===== config.mk =====
export PLATFORM = sky130hd
export DESIGN_NAME = arbitro_vc
export DESIGN_NICKNAME = d
export VERILOG_FILES = /design/src/rtl/arbitro_vc_pkg.sv /design/src/rtl/demux_destino.sv /design/src/rtl/arbitro_vc.sv
export SDC_FILE = /design/constraint.sdc
export NUM_CORES = 1
export LEC_CHECK = 0
export ABC_AREA = 1
export CAP_MARGIN = 0
export CORE_ASPECT_RATIO = 1.5
export CORE_MARGIN = 2
export CORE_UTILIZATION = 43
export CTS_CLUSTER_SIZE = 12
export DETAILED_ROUTE_END_ITERATION = 10
export PLACE_DENSITY = 0.84
export SLEW_MARGIN = 20
export SYNTH_ARGS = -nofsm -noshare
export SYNTH_HDL_FRONTEND = slang
export SYNTH_SLANG_ARGS = --single-unit

===== constraint.sdc =====
create_clock -name clk -period 2.5 [get_ports clk]
set_input_delay 0.25 -clock clk [delete_from_list [all_inputs] [get_ports clk]]
set_output_delay 0.25 -clock clk [all_outputs]
set_load 0.1 [all_outputs]

===== src/rtl/arbitro_vc_pkg.sv =====
// Shared encodings for the two-VC arbiter and its destination demux.
// No logic; constants and types only.
// No flow control of its own.
package arbitro_vc_pkg;

    localparam int DATA_WIDTH_DEF = 10;
    localparam int CLASS_W        = 2;
    localparam int CLASS_MSB      = DATA_WIDTH_DEF - 1;
    localparam int CLASS_LSB      = DATA_WIDTH_DEF - CLASS_W;

    typedef enum logic [3:0] {
        ST_RESET  = 4'b0001,
        ST_INIT   = 4'b0010,
        ST_IDLE   = 4'b0100,
        ST_ACTIVE = 4'b1000
    } main_state_t;

    typedef enum logic [1:0] {
        ARB_IDLE = 2'd0,
        ARB_VC0  = 2'd1,
        ARB_VC1  = 2'd2
    } arb_state_t;

    function automatic logic [3:0] one_hot_dest(input logic [CLASS_W-1:0] d);
        return 4'b0001 << d;
    endfunction

endpackage


===== src/rtl/demux_destino.sv =====
// Registered 1-to-4 steer of a word to the destination selected by its class.
// Latency 1 cycle: valid in N gives a one-hot push_d and data_out in N+1.
// No backpressure; the caller only asserts valid when the destination has room.
module demux_destino
    import arbitro_vc_pkg::*;
#(
    parameter int DATA_WIDTH = DATA_WIDTH_DEF
) (
    input  logic                  clk,
    input  logic                  reset,
    input  logic                  valid,
    input  logic [CLASS_W-1:0]    class_sel,
    input  logic [DATA_WIDTH-1:0] word,
    output logic [3:0]            push_d,
    output logic [DATA_WIDTH-1:0] data_out
);

    always_ff @(posedge clk or posedge reset) begin
        if (reset) begin
            push_d   <= 4'b0000;
            data_out <= '0;
        end else if (valid) begin
            push_d   <= one_hot_dest(class_sel);
            data_out <= word;
        end else begin
            push_d   <= 4'b0000;
        end
    end

endmodule


===== src/rtl/arbitro_vc.sv =====
// Weighted two-VC arbiter popping FWFT VC FIFOs into four destination FIFOs.
// Latency 1 cycle: combinational pop in N, registered push in N+1; one word/cycle.
// A VC waits while its head's destination is almost full (head-of-line blocking).
module arbitro_vc
    import arbitro_vc_pkg::*;
#(
    parameter int DATA_WIDTH = DATA_WIDTH_DEF,
    parameter int VC0_WEIGHT = 4
) (
    input  logic                  clk,
    input  logic                  reset,
    input  logic [3:0]            state,
    input  logic                  empty_vc0,
    input  logic                  empty_vc1,
    input  logic [DATA_WIDTH-1:0] data_vc0,
    input  logic [DATA_WIDTH-1:0] data_vc1,
    input  logic [3:0]            almost_full_d,
    output logic                  pop_vc0,
    output logic                  pop_vc1,
    output logic [3:0]            push_d,
    output logic [DATA_WIDTH-1:0] data_out,
    output logic                  idle
);

    logic                  active;
    logic [CLASS_W-1:0]    dest_vc0, dest_vc1, dest_sel;
    logic                  elig_vc0, elig_vc1;
    logic                  grant_vc0, grant_vc1;
    logic [3:0]            wcnt;
    logic [DATA_WIDTH-1:0] word_sel;
    arb_state_t            arb_state, arb_next;

    assign active   = (state == ST_ACTIVE);
    assign dest_vc0 = data_vc0[DATA_WIDTH-1 -: CLASS_W];
    assign dest_vc1 = data_vc1[DATA_WIDTH-1 -: CLASS_W];

    // reset is folded into eligibility so pops drop the moment reset rises
    assign elig_vc0 = active & ~empty_vc0 & ~almost_full_d[dest_vc0] & ~reset;
    assign elig_vc1 = active & ~empty_vc1 & ~almost_full_d[dest_vc1] & ~reset;

    assign grant_vc0 = elig_vc0 & (~elig_vc1 | (wcnt != 4'(VC0_WEIGHT)));
    assign grant_vc1 = elig_vc1 & ~grant_vc0;

    assign pop_vc0  = grant_vc0;
    assign pop_vc1  = grant_vc1;
    assign word_sel = grant_vc1 ? data_vc1 : data_vc0;
    assign dest_sel = grant_vc1 ? dest_vc1 : dest_vc0;

    always_comb begin
        arb_next = ARB_IDLE;
        case (arb_state)
            ARB_IDLE, ARB_VC0, ARB_VC1: begin
                if (grant_vc0)      arb_next = ARB_VC0;
                else if (grant_vc1) arb_next = ARB_VC1;
            end
            default: arb_next = ARB_IDLE;
        endcase
    end

    always_ff @(posedge clk or posedge reset) begin
        if (reset) begin
            wcnt      <= 4'd0;
            arb_state <= ARB_IDLE;
            idle      <= 1'b1;
        end else begin
            if (!active || grant_vc1 || !elig_vc1)
                wcnt <= 4'd0;
            else if (grant_vc0)
                wcnt <= wcnt + 4'd1;
            arb_state <= arb_next;
            idle      <= empty_vc0 & empty_vc1 & (arb_next == ARB_IDLE);
        end
    end

    demux_destino #(
        .DATA_WIDTH (DATA_WIDTH)
    ) u_demux (
        .clk       (clk),
        .reset     (reset),
        .valid     (grant_vc0 | grant_vc1),
        .class_sel (dest_sel),
        .word      (word_sel),
        .push_d    (push_d),
        .data_out  (data_out)
    );

endmodule


==> results of run 1 <==
-- critical path, cell delays in order (launching register included) --
cell and delay (ns):
dfrtp_1 0.41, inv_1 0.06, ha_1 0.19, and3_2 0.24, o21ai_4 0.37, inv_2 0.17, buf_12 0.21
-- stage by stage --
| step | total power, uW | hold WS [ns] | setup WS (ns) | std cells | cell area [sq um] |
|---|---|---|---|---|---|
| after floorplan | 810 | 0.200 | 0.504 | 131 | 1020 |
| after global placement | 960 | 0.467 | 0.399 | 201 | 1500 |
| after detailed placement | 968 | 0.476 | 0.349 | 201 | 1500 |
| after CTS | 1120 | 0.434 | 0.316 | 205 | 1530 |
| after global routing | 1160 | 0.490 | 0.224 | 205 | 1530 |
| final | 1110 | 0.408 | 0.319 | 205 | 1530 |
-- final timing paths --
kind                            from                  end  slack, ns  cells after the start
max                          wcnt[0]              pop_vc1       0.32                      6
min                            reset    u_demux.push_d[0]       0.41                      2
max reg2reg                  wcnt[0]  u_demux.data_out[0]       0.77                      7
min reg2reg                  wcnt[0]              wcnt[0]       0.50                      1
max in group asynchronous      reset  u_demux.data_out[0]       1.64                      2
min in group clk           empty_vc0                 idle       0.47                      3
-- per-layer routing --
layer,vias up,global-route usage,share of wire
li1,511,-,-
met1,464,0.200,0.38
met2,40,0.366,0.54
met3,2,0.0372,0.078
met4,0,0.0606,0.0066
met5,-,0,0
-- report_power, final --
part	internal (uW)	total, uW	switching, uW	leakage [uW]
combinational	138	577	440	0.000516
sequential	355	381	25.9	0.000249
clock	61.9	149	87.1	0.0000150
total	555	1110	552	0.000779
-- logic make-up after synthesis --
group                    count (synthesis)  synth area share
AND/OR/NAND/NOR                         84             0.378
buffers and inverters                   22            0.0930
flip-flops                              19             0.466
AO/OA/AOI/OAI                            2            0.0208
XOR/XNOR                                 2            0.0171
adder cells (fa/ha/maj)                  2            0.0245
-- state kept, by name (all words and copies together), names as in the netlist --
register and cells:
u_demux.data_out 10, u_demux.push_d 4, wcnt 4, idle 1
-- placed cells by master, fill, tap and decap left out, drive strengths merged --
cell type | synthesis | routed
nand2 | 38 | 38
xnor2 | 1 | 1
nor2 | 14 | 14
nand3 | 28 | 28
ha | 2 | 2
inv | 18 | 18
or2 | 2 | 2
nand4 | 1 | 1
clkinv | 2 | 2
dfrtp | 18 | 18
dfstp | 1 | 1
and3 | 1 | 1
clkdlybuf4s50 | 0 | 31
xor2 | 1 | 1
clkbuf | 0 | 4
o21ai | 2 | 2
buf | 2 | 18
-- layout make-up --
type | instances | area, sq um
fillers | 186 | 704
flip-flops and latches | 19 | 477
clock buffers | 4 | 26.3
multi-input cells | 90 | 450
repair buffers | 49 | 470
well taps | 23 | 28.8
inverters | 20 | 76.3
==> metrics.md, run 1 <==
| Metric | Value |
|---|---|
| Pwr Density | `724 nW/um^2` |
| PortBufs | `48` |
| CTS sink count | `19` |
| Startpoint Class | `register` |
| Vias in the first global route | `1019` |
| Initial antenna violation count | `0` |
| Die Wd | `43.8 microns` |
| Clk_lat worst skew | `0.28 ns` |
| CTS Buffer Depth | `2` |
| Initial drt markers | `33` |
| Synth area leader | `dfrtp_1` |
| Setup violators final | `0` |
| Post-synth EDFFs | `0` |
| H-Tree Level Count | `1` |
| GRT Util Overall | `0.193` |
| Status | `finished, final reports clean` |
| Synth-to-Final Area Change | `49.6%` |
| IO Pins | `49` |
| Die Ht | `63.7 microns` |
| WL/cell | `11.8 microns` |
| Top cells by area, synth | `dfrtp_1 44%, nand2_1 14%, nand3_1 12%` |
| Inserted Diodes | `0` |
| Fin util | `0.685` |
| CP Class | `reg2out` |
| Yosys top cell area share | `0.441` |
| Die area | `2790 sq um` |
| Max frequency | `459 MHz` |
| Syn avg cell area | `7.80 sq um` |
| Most common cell in the netlist | `nand2_1` |
| Max_cap viols | `0` |
| Pre-antenna DRT Iters | `4` |
| Post-CTS setup repair buffer count | `0` |
| Nets | `217` |
| Clk slew on worst S/H paths | `0.10 ns` |
| Crit share post-route | `0.872` |
| Worst VDD drop | `0.480 mV` |
| Detail Route Antenna Nets | `0` |
| Vias per std cell | `4.96` |
| DR vias | `1017` |
| Predominant post-synthesis flop cell | `dfrtp_1` |
| CTS Hold Bufs | `0` |
| Routability cong. | `0.871` |
| CTS tree | `yes` |
| Kind of end point of the critical path | `primary output` |
| Starting Density | `0.458` |
| WP data arrival | `1.93 ns` |
| Post-layout min period | `2.18 ns` |
| Flops & latches, synth | `19` |
| CP required | `2.25 ns` |
| Slew HR | `0.522` |
| Worst slew pin tran | `0.716 ns` |
| First-pass GRT wire length | `4180 microns` |
| Ys async rst share | `1.00` |
| Max Clock Skew | `0.00371 ns` |
| Synth unique cells | `23` |
| Cell count after synthesis | `131` |
| Final WL | `2410 microns` |
| Max Slew Vio Count | `0` |
| Max FO, Critical Path | `14` |
| RSZ-0062 raised after global routing | `false` |
| Yosys Warn Count | `0` |
| Post_cts resized | `0` |
| Syn Nets | `165` |
| Largest net degree at the start of global routing | `20` |
| Hold Path Class | `in2async` |
| Hold Violations, Final | `0` |
| Setup TNS | `0 ns` |
| Leakage | `0.000779 uW` |
| CTS root buffer | `clkbuf_4` |
| Core area | `2230 sq um` |
| Sequential fraction of the synthesis area | `0.466` |
| DP HPWL | `1960 microns` |
| Synthesized cell area | `1020 sq um` |
| TritonCTS buffer count | `3` |
| Top post-synthesis cells by count | `37 x nand2_1, 25 x nand3_1, 18 x dfrtp_1, 17 x inv_1, 13 x nor2_1` |
| DR DRC count | `0` |
| GR Overflow Total | `0` |
| Site Rows | `21` |
| Fraction of layout cells with a size suffix above 1 | `0.170` |
(Power assumes the default switching activity.)
==> run 2: changes to the inputs <==
- PLACE_DENSITY: 0.84 -> 0.93
==> metrics.md, run 2 (synthesized netlist as in run 1, its figures left out) <==
| Metric | Value |
|---|---|
| Status | `finished, final reports clean` |
| R2R depth | `7` |
| Placed cell count | `201` |
| Vias in the first global route | `1049` |
| Worst path buffer plus inverter count | `3` |
| Fin cells | `205` |
| WL met3 | `174 microns` |
| Pwr Density | `724 nW/um^2` |
| Max frequency | `457 MHz` |
| Hold Path Class | `in2async` |
| Critical path's slowest cell | `dfrtp_1` |
| FF+latch area | `477 sq um` |
| IO Pins | `49` |
| Startpoint Class | `register` |
| Leakage | `0.000782 uW` |
| CP Depth | `6` |
| TritonCTS buffer count | `3` |
| Initial antenna violation count | `0` |
| CTS tree | `yes` |
| Setup TNS | `0 ns` |
| RSZ-0062 raised after global routing | `false` |
| Met2 routed WL | `1340 microns` |
| WP data arrival | `1.94 ns` |
| Worst-path cell chain | `inv_1 -> ha_1 -> and3_2 -> o21ai_4 -> inv_2 -> buf_12` |
| Worst VDD drop | `0.409 mV` |
| Worst slew pin tran | `0.724 ns` |
| Kind of end point of the critical path | `primary output` |
| PortBufs | `48` |
| Most flops, register | `u_demux.data_out` |
| Fin util | `0.685` |
| H-Tree Level Count | `1` |
| DP HPWL | `2020 microns` |
| Post_cts resized | `0` |
| Die Ht | `63.7 microns` |
| CTS sink count | `19` |
| Routability cong. | `0.863` |
| Max_cap viols | `0` |
| CP required | `2.25 ns` |
| Die Wd | `43.8 microns` |
| Crit share post-route | `0.875` |
| Largest register FFs | `10` |
| Starting Density | `0.458` |
| CTS Hold Bufs | `0` |
| Clk slew on worst S/H paths | `0.11 ns` |
| Max Slew Vio Count | `0` |
| Die area | `2790 sq um` |
| CTS root buffer | `clkbuf_4` |
| Slew HR | `0.517` |
| Nets | `217` |
| Most frequent cells in the layout | `37 x nand2_1, 31 x clkdlybuf4s50_1, 25 x nand3_1` |
| Max FO, Critical Path | `14` |
| Clk_lat worst skew | `0.28 ns` |
| GR Overflow Total | `0` |
| Max Clock Skew | `0.00350 ns` |
| Initial drt markers | `35` |
| Fraction of layout cells with a size suffix above 1 | `0.176` |
| WL/cell | `12.2 microns` |
| Largest net degree at the start of global routing | `20` |
| Vias per std cell | `5.08` |
| Inserted Diodes | `0` |
| Core area | `2230 sq um` |
| DR DRC count | `0` |
| First-pass GRT wire length | `4220 microns` |
| GRT Util Overall | `0.190` |
| Site Rows | `21` |
| Pre-antenna DRT Iters | `4` |
| Final WL | `2490 microns` |
| Post-CTS setup repair buffer count | `0` |
| Biggest regs | `u_demux.data_out x10, u_demux.push_d x4, wcnt x4` |
| Metal-1 WL | `958 microns` |
| Post-layout min period | `2.19 ns` |
| Detail Route Antenna Nets | `0` |
| Area of the multi-input gates | `450 sq um` |
| CTS Buffer Depth | `2` |
| CP Class | `reg2out` |
| Setup violators final | `0` |
| Family with the most delay on the worst path | `buffers and inverters` |
| Synth-to-Final Area Change | `49.7%` |
| DR vias | `1041` |
| Fillcell total | `177` |
| Commonest non-fill, non-tap cell in the layout | `nand2_1` |
| CP peak stage delay | `0.41 ns` |
| Hold Violations, Final | `0` |
| Top Layer Used | `met4` |
[run 2: through the flow]
stage / power, uW / worst slack (ns) / hold slack [ns] / cell area (sq um)
finish: 1110 / 0.312 / 0.409 / 1530
global route: 1160 / 0.200 / 0.484 / 1530
CTS: 1120 / 0.314 / 0.426 / 1530
detailed placement: 969 / 0.362 / 0.481 / 1500
global placement: 960 / 0.421 / 0.468 / 1500
floorplan: 810 / 0.504 / 0.200 / 1020
[run 2: worst paths after layout]
path	start	endpoint	slack (ns)
hold reg to reg	u_demux.data_out[8]	u_demux.data_out[8]	0.50
setup / recovery	wcnt[0]	pop_vc1	0.31
hold / removal	reset	wcnt[1]	0.41
min in group clk	empty_vc1	idle	0.45
max in group asynchronous	reset	u_demux.data_out[1]	1.64
setup reg to reg	wcnt[0]	u_demux.data_out[0]	0.73
[run 2: worst register-to-register path, stage by stage, from the launching register on]
cell     delay [ns]
dfrtp_1        0.41
inv_1          0.06
ha_1           0.19
and3_2         0.24
o21ai_4        0.37
inv_2          0.18
nand2_1        0.12
nand3_1        0.09
[run 2: final cells by class]
cell class,count,share of cell area
flip-flops and latches,19,0.312
clock inverters,1,0.00327
well taps,23,0.0188
repair buffers,49,0.307
inverters,20,0.0499
multi-input cells,90,0.294
clock buffers,3,0.0147
[run 2: routing by layer]
layer,vias to the layer above,global-route usage
met2,42,0.347
li1,511,-
met5,-,0
met3,2,0.0287
met4,0,0.0379
met1,486,0.225
[run 2: power by group]
| part | switching (uW) | internal, uW |
|---|---|---|
| Combinational | 441 | 138 |
| Clock | 88.6 | 59.3 |
| Sequential | 27.0 | 356 |
| Total | 556 | 552 |
